$ cat src/rtl/cpu_ctrl_pkg.sv
// rtl/cpu_ctrl_pkg.sv - shared select encodings, operand kinds and FSM state for the operand forwarding controller
package cpu_ctrl_pkg;

    // Default register index width (16 architectural registers, r0 reads zero)
    localparam int REG_ADDR_W_DEF = 4;

    // Operand mux select pair: top picks immediate, bottom picks among the rest
    typedef struct packed {
        logic       top;
        logic [1:0] bot;
    } sel_t;

    localparam sel_t SEL_REG       = '{top: 1'b0, bot: 2'b11};
    localparam sel_t SEL_IMM       = '{top: 1'b1, bot: 2'b11};
    localparam sel_t SEL_FWD_EXMEM = '{top: 1'b0, bot: 2'b00};
    localparam sel_t SEL_FWD_MEMWB = '{top: 1'b0, bot: 2'b01};
    localparam sel_t SEL_PC        = '{top: 1'b0, bot: 2'b10};

    // Operand kind as decoded in ID; the reserved code behaves as a register read
    localparam logic [1:0] KIND_REG = 2'b00;
    localparam logic [1:0] KIND_IMM = 2'b01;
    localparam logic [1:0] KIND_PC  = 2'b10;
    localparam logic [1:0] KIND_RSV = 2'b11;

    typedef enum logic {
        ST_RUN      = 1'b0,
        ST_LU_STALL = 1'b1
    } fwd_state_e;

endpackage

$ cat src/rtl/fwd_src_sel.sv
// rtl/fwd_src_sel.sv - priority resolver choosing the EX operand source for one operand
module fwd_src_sel
    import cpu_ctrl_pkg::*;
#(
    parameter int REG_ADDR_W = REG_ADDR_W_DEF
) (
    input  logic                  id_valid,
    input  logic [1:0]            src,
    input  logic [REG_ADDR_W-1:0] rs,
    input  logic                  ex_wr,
    input  logic [REG_ADDR_W-1:0] ex_rd,
    input  logic                  ex_is_load,
    input  logic                  mem_wr,
    input  logic [REG_ADDR_W-1:0] mem_rd,
    output logic                  sel_top,
    output logic [1:0]            sel_bot,
    output logic                  lu_hit
);

    sel_t sel;

    // PC and immediate win outright; register reads check r0, then the
    // youngest in-flight writer, then the older one, else the register file.
    // A register read that hits a load still in EX cannot be forwarded yet.
    always_comb begin
        sel    = SEL_REG;
        lu_hit = 1'b0;
        case (src)
            KIND_PC:  sel = SEL_PC;
            KIND_IMM: sel = SEL_IMM;
            default: begin
                // KIND_REG and KIND_RSV
                if (rs == '0) begin
                    sel = SEL_REG;
                end else if (ex_wr && (rs == ex_rd)) begin
                    sel    = SEL_FWD_EXMEM;
                    lu_hit = id_valid & ex_is_load;
                end else if (mem_wr && (rs == mem_rd)) begin
                    sel = SEL_FWD_MEMWB;
                end else begin
                    sel = SEL_REG;
                end
            end
        endcase
    end

    assign sel_top = sel.top;
    assign sel_bot = sel.bot;

endmodule

$ cat src/rtl/operand_fwd_ctrl.sv
// rtl/operand_fwd_ctrl.sv - EX operand forwarding and load-use stall controller (OPERAND_FWD_STALL_CNT_EN adds stall counter)
module operand_fwd_ctrl
    import cpu_ctrl_pkg::*;
#(
    parameter int REG_ADDR_W = REG_ADDR_W_DEF,
    parameter int CNT_W      = 16
) (
    input  logic                  clk,
    input  logic                  rst_n,
    input  logic                  hold,
    input  logic                  flush,
    input  logic                  id_valid,
    input  logic [REG_ADDR_W-1:0] id_rs_a,
    input  logic [REG_ADDR_W-1:0] id_rs_b,
    input  logic [1:0]            id_a_src,
    input  logic [1:0]            id_b_src,
    input  logic [REG_ADDR_W-1:0] id_rd,
    input  logic                  id_we,
    input  logic                  id_is_load,
    output logic                  stall,
    output logic                  ex_bubble,
    output logic                  sel_a_top,
    output logic                  sel_b_top,
    output logic [1:0]            sel_a_bot,
    output logic [1:0]            sel_b_bot,
    output logic [CNT_W-1:0]      stall_count
);

    // In-flight destination tracking
    logic                  ex_valid;
    logic [REG_ADDR_W-1:0] ex_rd;
    logic                  ex_we;
    logic                  ex_is_load;
    logic                  mem_valid;
    logic [REG_ADDR_W-1:0] mem_rd;
    logic                  mem_we;

    logic                  ex_wr;
    logic                  mem_wr;

    logic                  a_top_d;
    logic [1:0]            a_bot_d;
    logic                  a_lu_hit;
    logic                  b_top_d;
    logic [1:0]            b_bot_d;
    logic                  b_lu_hit;

    logic                  ex_load_bubble;

    fwd_state_e            state;
    fwd_state_e            state_nxt;

    // Only real register writes (valid, enabled, not r0) can be forwarded
    assign ex_wr  = ex_valid  & ex_we  & (ex_rd  != '0);
    assign mem_wr = mem_valid & mem_we & (mem_rd != '0);

    fwd_src_sel #(
        .REG_ADDR_W (REG_ADDR_W)
    ) u_sel_a (
        .id_valid   (id_valid),
        .src        (id_a_src),
        .rs         (id_rs_a),
        .ex_wr      (ex_wr),
        .ex_rd      (ex_rd),
        .ex_is_load (ex_is_load),
        .mem_wr     (mem_wr),
        .mem_rd     (mem_rd),
        .sel_top    (a_top_d),
        .sel_bot    (a_bot_d),
        .lu_hit     (a_lu_hit)
    );

    fwd_src_sel #(
        .REG_ADDR_W (REG_ADDR_W)
    ) u_sel_b (
        .id_valid   (id_valid),
        .src        (id_b_src),
        .rs         (id_rs_b),
        .ex_wr      (ex_wr),
        .ex_rd      (ex_rd),
        .ex_is_load (ex_is_load),
        .mem_wr     (mem_wr),
        .mem_rd     (mem_rd),
        .sel_top    (b_top_d),
        .sel_bot    (b_bot_d),
        .lu_hit     (b_lu_hit)
    );

    // A branch flush kills the dependent instruction, so it must not stall;
    // after one stall cycle the load sits in MEM and the hit cannot recur
    assign stall = (a_lu_hit | b_lu_hit) & ~flush & (state == ST_RUN);

    // ID instruction enters EX as a bubble when killed, stalled or absent
    assign ex_load_bubble = flush | stall | ~id_valid;

    // FSM state register
    always_ff @(posedge clk or negedge rst_n) begin
        if (!rst_n) begin
            state <= ST_RUN;
        end else begin
            state <= state_nxt;
        end
    end

    // FSM next state: hold freezes, flush returns to RUN, a stall lasts one cycle
    always_comb begin
        state_nxt = state;
        if (!hold) begin
            if (flush) begin
                state_nxt = ST_RUN;
            end else begin
                case (state)
                    ST_RUN:      state_nxt = stall ? ST_LU_STALL : ST_RUN;
                    ST_LU_STALL: state_nxt = ST_RUN;
                    default:     state_nxt = ST_RUN;
                endcase
            end
        end
    end

    // Advance the EX/MEM tracking entries each unheld cycle
    always_ff @(posedge clk or negedge rst_n) begin
        if (!rst_n) begin
            ex_valid   <= 1'b0;
            ex_rd      <= '0;
            ex_we      <= 1'b0;
            ex_is_load <= 1'b0;
            mem_valid  <= 1'b0;
            mem_rd     <= '0;
            mem_we     <= 1'b0;
        end else if (!hold) begin
            mem_valid <= ex_valid;
            mem_rd    <= ex_rd;
            mem_we    <= ex_we;
            if (ex_load_bubble) begin
                ex_valid   <= 1'b0;
                ex_rd      <= '0;
                ex_we      <= 1'b0;
                ex_is_load <= 1'b0;
            end else begin
                ex_valid   <= 1'b1;
                ex_rd      <= id_rd;
                ex_we      <= id_we;
                ex_is_load <= id_is_load;
            end
        end
    end

    // Register the ID-stage select decision for use while the instruction is in EX
    always_ff @(posedge clk or negedge rst_n) begin
        if (!rst_n) begin
            sel_a_top <= SEL_REG.top;
            sel_a_bot <= SEL_REG.bot;
            sel_b_top <= SEL_REG.top;
            sel_b_bot <= SEL_REG.bot;
            ex_bubble <= 1'b1;
        end else if (!hold) begin
            if (ex_load_bubble) begin
                sel_a_top <= SEL_REG.top;
                sel_a_bot <= SEL_REG.bot;
                sel_b_top <= SEL_REG.top;
                sel_b_bot <= SEL_REG.bot;
                ex_bubble <= 1'b1;
            end else begin
                sel_a_top <= a_top_d;
                sel_a_bot <= a_bot_d;
                sel_b_top <= b_top_d;
                sel_b_bot <= b_bot_d;
                ex_bubble <= 1'b0;
            end
        end
    end

`ifdef OPERAND_FWD_STALL_CNT_EN
    logic [CNT_W-1:0] cnt_q;

    // Saturating count of unheld stall cycles, cleared only by reset
    always_ff @(posedge clk or negedge rst_n) begin
        if (!rst_n) begin
            cnt_q <= '0;
        end else if (stall && !hold && (cnt_q != '1)) begin
            cnt_q <= cnt_q + 1'b1;
        end
    end

    assign stall_count = cnt_q;
`else
    assign stall_count = '0;
`endif

endmodule

$ cat config.mk
export PLATFORM = sky130hd
export DESIGN_NAME = operand_fwd_ctrl
export DESIGN_NICKNAME = d
export VERILOG_FILES = /design/src/rtl/cpu_ctrl_pkg.sv /design/src/rtl/fwd_src_sel.sv /design/src/rtl/operand_fwd_ctrl.sv
export SDC_FILE = /design/constraint.sdc
export NUM_CORES = 1
export LEC_CHECK = 0
export CAP_MARGIN = 20
export CORE_MARGIN = 2
export CORE_UTILIZATION = 39
export DETAILED_ROUTE_END_ITERATION = 6
export GPL_ROUTABILITY_DRIVEN = 0
export PLACE_DENSITY = 0.75
export SKIP_LAST_GASP = 1
export SLEW_MARGIN = 20
export SYNTH_ARGS = -nofsm -noshare
export SYNTH_HDL_FRONTEND = slang
export SYNTH_SLANG_ARGS = --single-unit
$ cat constraint.sdc
create_clock -name clk -period 1.75 [get_ports clk]
set_input_delay 0.2625 -clock clk [delete_from_list [all_inputs] [get_ports clk]]
set_output_delay 0.2625 -clock clk [all_outputs]
set_load 0.03 [all_outputs]
After elaboration in Yosys (flattened, before gate mapping) --
Index checks and enable logic that the tools add are counted.
Cells by class: equal/unequal tests 8, muxes and demuxes 26, bitwise gates (word level) 13, reduce and logical (&&, ||, !) cells 10
Operators by type and width (number):
- $eq A4 B4 Y1 | 4
- $mux W1 | 14
- $mux W3 | 4
- $pmux W3 S2 | 2
- $logic_not A4 Y1 | 2
- $mux W2 | 4
- $reduce_bool A4 Y1 | 2
- $and A1 B1 Y1 | 7
- $eq A2 B1 Y1 const B | 2
- $eq A2 B2 Y1 const B | 2
- $logic_and A1 B1 Y1 | 4
- $mux W4 | 1
- $reduce_or A2 Y1 | 2
- $not A1 Y1 | 3
- $or A1 B1 Y1 | 3
- $pmux W1 S2 | 1
Word-level totals: register bits after elaboration 21, output and inout bits 24

Depth between registers and ports, before layout --
depth after elaboration 12, gate-level depth with buffers 8, gate-level depth less buffers 7

Cells and area by module --
A second synthesis with hierarchy kept.
Second synthesis, totals: cells, all modules 138, area, all modules 1381.3 sq um
By module, submodules not included:
- operand_fwd_ctrl | times used 1, cells an instance 92, area an instance 1071.0 sq um, seq. area each 531.8 sq um
- fwd_src_sel | times used 2, cells an instance 23, area an instance 155.1 sq um, seq. area each 0.0 sq um

Least setup slack after synthesis --
Ideal clock, no wire load.
path kind input-to-reg, start point in id_b_src[1], end point reg state, library setup time 0.066 ns, arrival 1.803 ns, required time 1.684 ns, setup slack -0.118 ns, stages 7, buffers on the path 0, path through inv_1 -> ha_1 -> o41ai_1 -> or3_1 -> o22ai_1 -> and2_1 -> mux2_2
On the way: longest elaborated chain between the ends 9
Ends and longest elaborated chain:
- start, declared | line operand_fwd_ctrl.sv:16 | input logic [1:0] id_b_src,
- $eq A2 B2 Y1 or $eq A2 B1 Y1 (tied branches) | line fwd_src_sel.sv:28 | case (src)
- $reduce_or A2 Y1 (no source line) *
- $mux W1 * | line fwd_src_sel.sv:28
- $or A1 B1 Y1 * | line operand_fwd_ctrl.sv:91 | assign stall = (a_lu_hit | b_lu_hit) & ~flush & (state == ST_RUN);
- $and A1 B1 Y1 * (2 in a row) | line operand_fwd_ctrl.sv:91
- named net stall | line operand_fwd_ctrl.sv:20 | output logic stall,
- $mux W1 * | line operand_fwd_ctrl.sv:113 | ST_RUN: state_nxt = stall ? ST_LU_STALL : ST_RUN;
- $pmux W1 S2 * | line operand_fwd_ctrl.sv:112 | case (state)
- $mux W1 * | line operand_fwd_ctrl.sv:109 | if (flush) begin
- end signal, assigned | line operand_fwd_ctrl.sv:101 | state <= state_nxt;
- end, declared | line operand_fwd_ctrl.sv:50 | fwd_state_e state;
Mark *: on every way through the listed nets, which the timed path passes. The rest lies on a longest branch. A chain may end at the register's enable or synchronous reset.

Worst setup path in the final report --
start point reg ex_rd[1], end point out stall
On the way: longest elaborated chain between the ends 9
Ends and longest elaborated chain:
- start, declared | line operand_fwd_ctrl.sv:31 | logic [REG_ADDR_W-1:0] ex_rd;
- start signal, assigned | line operand_fwd_ctrl.sv:142 | ex_rd <= id_rd;
- $reduce_bool A4 Y1 | line operand_fwd_ctrl.sv:54 | assign ex_wr = ex_valid & ex_we & (ex_rd != '0);
- $and A1 B1 Y1 | line operand_fwd_ctrl.sv:54
- $logic_and A1 B1 Y1 | line fwd_src_sel.sv:35 | end else if (ex_wr && (rs == ex_rd)) begin
- $mux W1 | line fwd_src_sel.sv:35
- $mux W1 | line fwd_src_sel.sv:33 | if (rs == '0) begin
- $mux W1 | line fwd_src_sel.sv:28
- $or A1 B1 Y1 * | line operand_fwd_ctrl.sv:91
- $and A1 B1 Y1 * (2 in a row) | line operand_fwd_ctrl.sv:91
- end, declared | line operand_fwd_ctrl.sv:20
Every way passes the cells marked *; elsewhere a longest branch is shown, timed or not.

==> run_results.csv <==
group,metric,value,unit
run,max_cap_violations,0,
cells_and_area,final_nets,200,
die,rows,20,
route,drt-pass1-iter-count,4,
timing,rsz0062_at_grt,"yes",
route,ant_nets,0,
cells_and_area,fillers,254,
hold_path,hold_class,"in2async",
synth,synth_area_per_cell,11.31,um^2
placed_design,pre_cts_slack,-672.8,ps
timing,final-hold-violation-count,0,
synth,synth-seq-area-share,0.4237,
grt,gr-max-usage-layer,"met2",
power,power.switching,354.7,uW
placed_design,placedCellCount,204,
timing,fin_crit_sh,1.183,
placed_design,port_buffers,30,
route,drc,0,
die,fp.dieW,60.73,um
clock_tree,cts-root-buf,"clkbuf_4",
grt,grt_max_degree,22,
clock_tree,worstSkewPairLatency,310,ps
timing,worstMarginPinSlew,532.8,ps
synth,synth_edf_count,0,
synth,synth_common_cells,"buf_4 (16), dfrtp_1 (16), xnor2_1 (14)",
timing,setup_viol,14,
timing,period_minus_slack,2070,ps
timing,max-slew-margin-rel,0.6437,
die,die_h,60.73,um
cells_and_area,drive_above_1_share,0.3953,
synth,ys.flop_type,"dfrtp_1",
synth,synth_area,0.001255,mm^2
power,power_frac_clock,0.210,
timing,fmax,483.0,MHz
die,core,0.003053,mm^2
die,die-area,0.003688,mm^2
synth,synthTopCellsByArea,"dfrtp_1 (32%), dfstp_2 (10%), xnor2_1 (9.8%)",
run_status,violations,"negative setup slack",
power,total_power,1.135,mW
power,internal-power,780.4,uW
setup_path,r2r_cells,9,
synth,synth_top_area_cell,"dfrtp_1",
cells_and_area,instances_no_fill,216,
synth,synth_compound_area_frac,0.1406,
setup_path,arrival,1810,ps
die,boundaryPins,47,
route,wl,3.176,mm
power,swShare,0.3125,
clock_tree,clkTransAtPathRegs,120,ps
setup_path,r2r_setup_slack,-190,ps
timing,finalClockSkew,1.847,ps
grt,grtUsageMet1,0.2517,
setup_path,crit_start,"ex_rd[1]",
placed_design,dpl.hpwl,2.288,mm
setup_path,path_max_fanout,2,
grt,use_met3,0.02772,
synth,yosysUniqueCellTypes,29,
setup_path,timing.rr.start,"ex_rd[1]",
timing,slew_violations,0,
synth,postSynthCellCount,111,
clock_tree,htree_levels,1,
synth,synthAdderAreaFrac,0.03988,
cells_and_area,n_antenna_cell,0,
synth,synthMuxAreaShare,0.06281,
grt,antenna_found_initial,0,
power,p_leak,0.8560,nW
synth,synthArstFlopShare,1.000,
grt,grt_first_pass_wirelength,5.112,mm
route,vias,1025,
power,p_seq_frac,0.476,
clock_tree,cts_made_buffers,3,
setup_path,worst_r2r_endpoint,"ex_is_load",
clock_tree,clockBufferDepth,2,
route,drt_iter0_drc,15,
clock_tree,cts.sinks,21,
route,avgRoutedWirePerCell,14.70,um
synth,netlist.area_leader.share,0.3190,
grt,gr-total-overflow,0,
grt,grt.met2_usage,0.3241,
grt,grt_pass1_vias,1098,
setup_path,cp.required,1490,ps
cells_and_area,area_delta_synth_final,52.84,%
clock_tree,cts_hold_buf,0,
synth,synth_xor_area_frac,0.1117,
power,power_frac_comb,0.314,
synth,synth_top_family_by_area,"compound AO/OA/AOI/OAI gates",
synth,synth-simple-area-share,0.09870,
power,p_per_area,591.8,mW/mm^2
route,via_per_inst,4.745,
die,initial_core_util,0.4111,
setup_path,end_kind,"output pin",
synth,ys_ff_latch,21,
power,ir_worst_vdd,0.3182,mV
synth,synth_warnings,0,
grt,globalRouteTotalUtil,0.1920,
timing,setup_slack,-320.2,ps
clock_tree,cts_tree,"yes",
setup_path,critPathLaunchType,"flip-flop",
run_status,outcome,"complete, but fails checks",
setup_path,path_class,"reg2out",
layout by cell type (no fill, tap or decap), types with 2 or more instances in the layout:
cell | synthesis | layout
inv_1 | 3 | 2
o22ai_1 | 3 | 2
ha_1 | 4 | 3
conb_1 | 1 | 16
buf_6 | 1 | 4
xor2_1 | 2 | 2
xnor2_1 | 14 | 12
or2_2 | 2 | 2
o32ai_1 | 2 | 2
a22o_1 | 8 | 8
buf_4 | 16 | 27
clkbuf_4 | 0 | 3
clkdlybuf4s50_1 | 0 | 19
dlygate4sd2_1 | 0 | 9
mux2_2 | 7 | 7
a21oi_2 | 0 | 4
dfrtp_1 | 16 | 16
nand4_1 | 3 | 3
nor2b_1 | 4 | 4
xnor2_2 | 0 | 2
dfstp_2 | 5 | 5
layout make-up:
cell class	count	area, um^2	share of cell area
tap	44	55.05	0.02870
inverter	3	11.26	0.005871
clock inverter	1	5.005	0.002609
clock buffer	3	22.52	0.01174
timing repair buffer	61	549.3	0.2864
multi-input combinational	83	743.2	0.3875
sequential	21	531.8	0.2772
per-stage QoR:
stage | hold WS (ps) | instance area, um^2 | setup TNS [ps] | utilization
after global placement | 461.3 | 1707 | -8892 | 0.5590
final | 281.7 | 1918 | -1735 | 0.6283
after detailed placement | 461.0 | 1707 | -10020 | 0.5590
after floorplan | -33.09 | 1320 | 0 | -
after global routing | 294.9 | 1918 | -2517 | 0.6283
after CTS | 270.2 | 1924 | -2052 | 0.6303
sequential cells by signal, indices dropped and copies added, names as in the netlist:
name and cells:
ex_bubble 1, ex_is_load 1, ex_rd 4, ex_valid 1, ex_we 1, mem_rd 4, mem_valid 1, mem_we 1
sel_a_bot 2, sel_a_top 1, sel_b_bot 2, sel_b_top 1, state 1
logic make-up (layout without fill, tap and decap cells):
group | Yosys count | count (layout)
xor gates and xnor gates | 16 | 16
AOI/OAI and AO/OA | 22 | 22
other | 1 | 16
buffers and inverters | 22 | 68
adders and majority gates | 4 | 4
muxes | 7 | 7
DFF | 21 | 21
and+or+nand+nor | 18 | 18
worst max path at each step:
stage / end / slack [ps] / depth (start not counted)
final: stall / -320 / 6
after global routing: stall / -380 / 6
after CTS: stall / -310 / 6
after detailed placement: ex_is_load / -670 / 6
after global placement: stall / -640 / 8
after floorplan: ex_rd[1] / 10 / 6
metal layers:
layer / vias to the layer above / wire length, um
li1: 489 / -
met1: 490 / 1367
met2: 41 / 1607
met3: 5 / 148
met4: 0 / 53
met5: - / 0
worst max-delay path, stage by stage (launching register included):
cell	delay, ps
dfrtp_1	410
or4_4	530
nand3_4	90
nor4b_4	50
buf_4	130
and2_4	150
buf_6	130
power groups by stage:
| stage | combinational, mW | sequential, mW | clock, mW |
|---|---|---|---|
| 2_1_floorplan | 0.179 | 0.558 | 0 |
| 3_5_place_dp | 0.311 | 0.548 | 0 |
| 4_1_cts | 0.355 | 0.540 | 0.252 |
| 3_3_place_gp | 0.303 | 0.546 | 0 |
| 6_report | 0.356 | 0.541 | 0.238 |
| 5_1_grt | 0.382 | 0.544 | 0.278 |
repair_timing:
| item | 4_1_cts | 5_1_grt |
|---|---|---|
| resized for setup | 28 | 4 |
| endpoints found under the setup margin | 21 | 15 |
| buffers inserted | 9 | 1 |
| pin swaps | 10 | 8 |
| gates cloned | 1 | 0 |
Power figures use the tool's default switching activity.
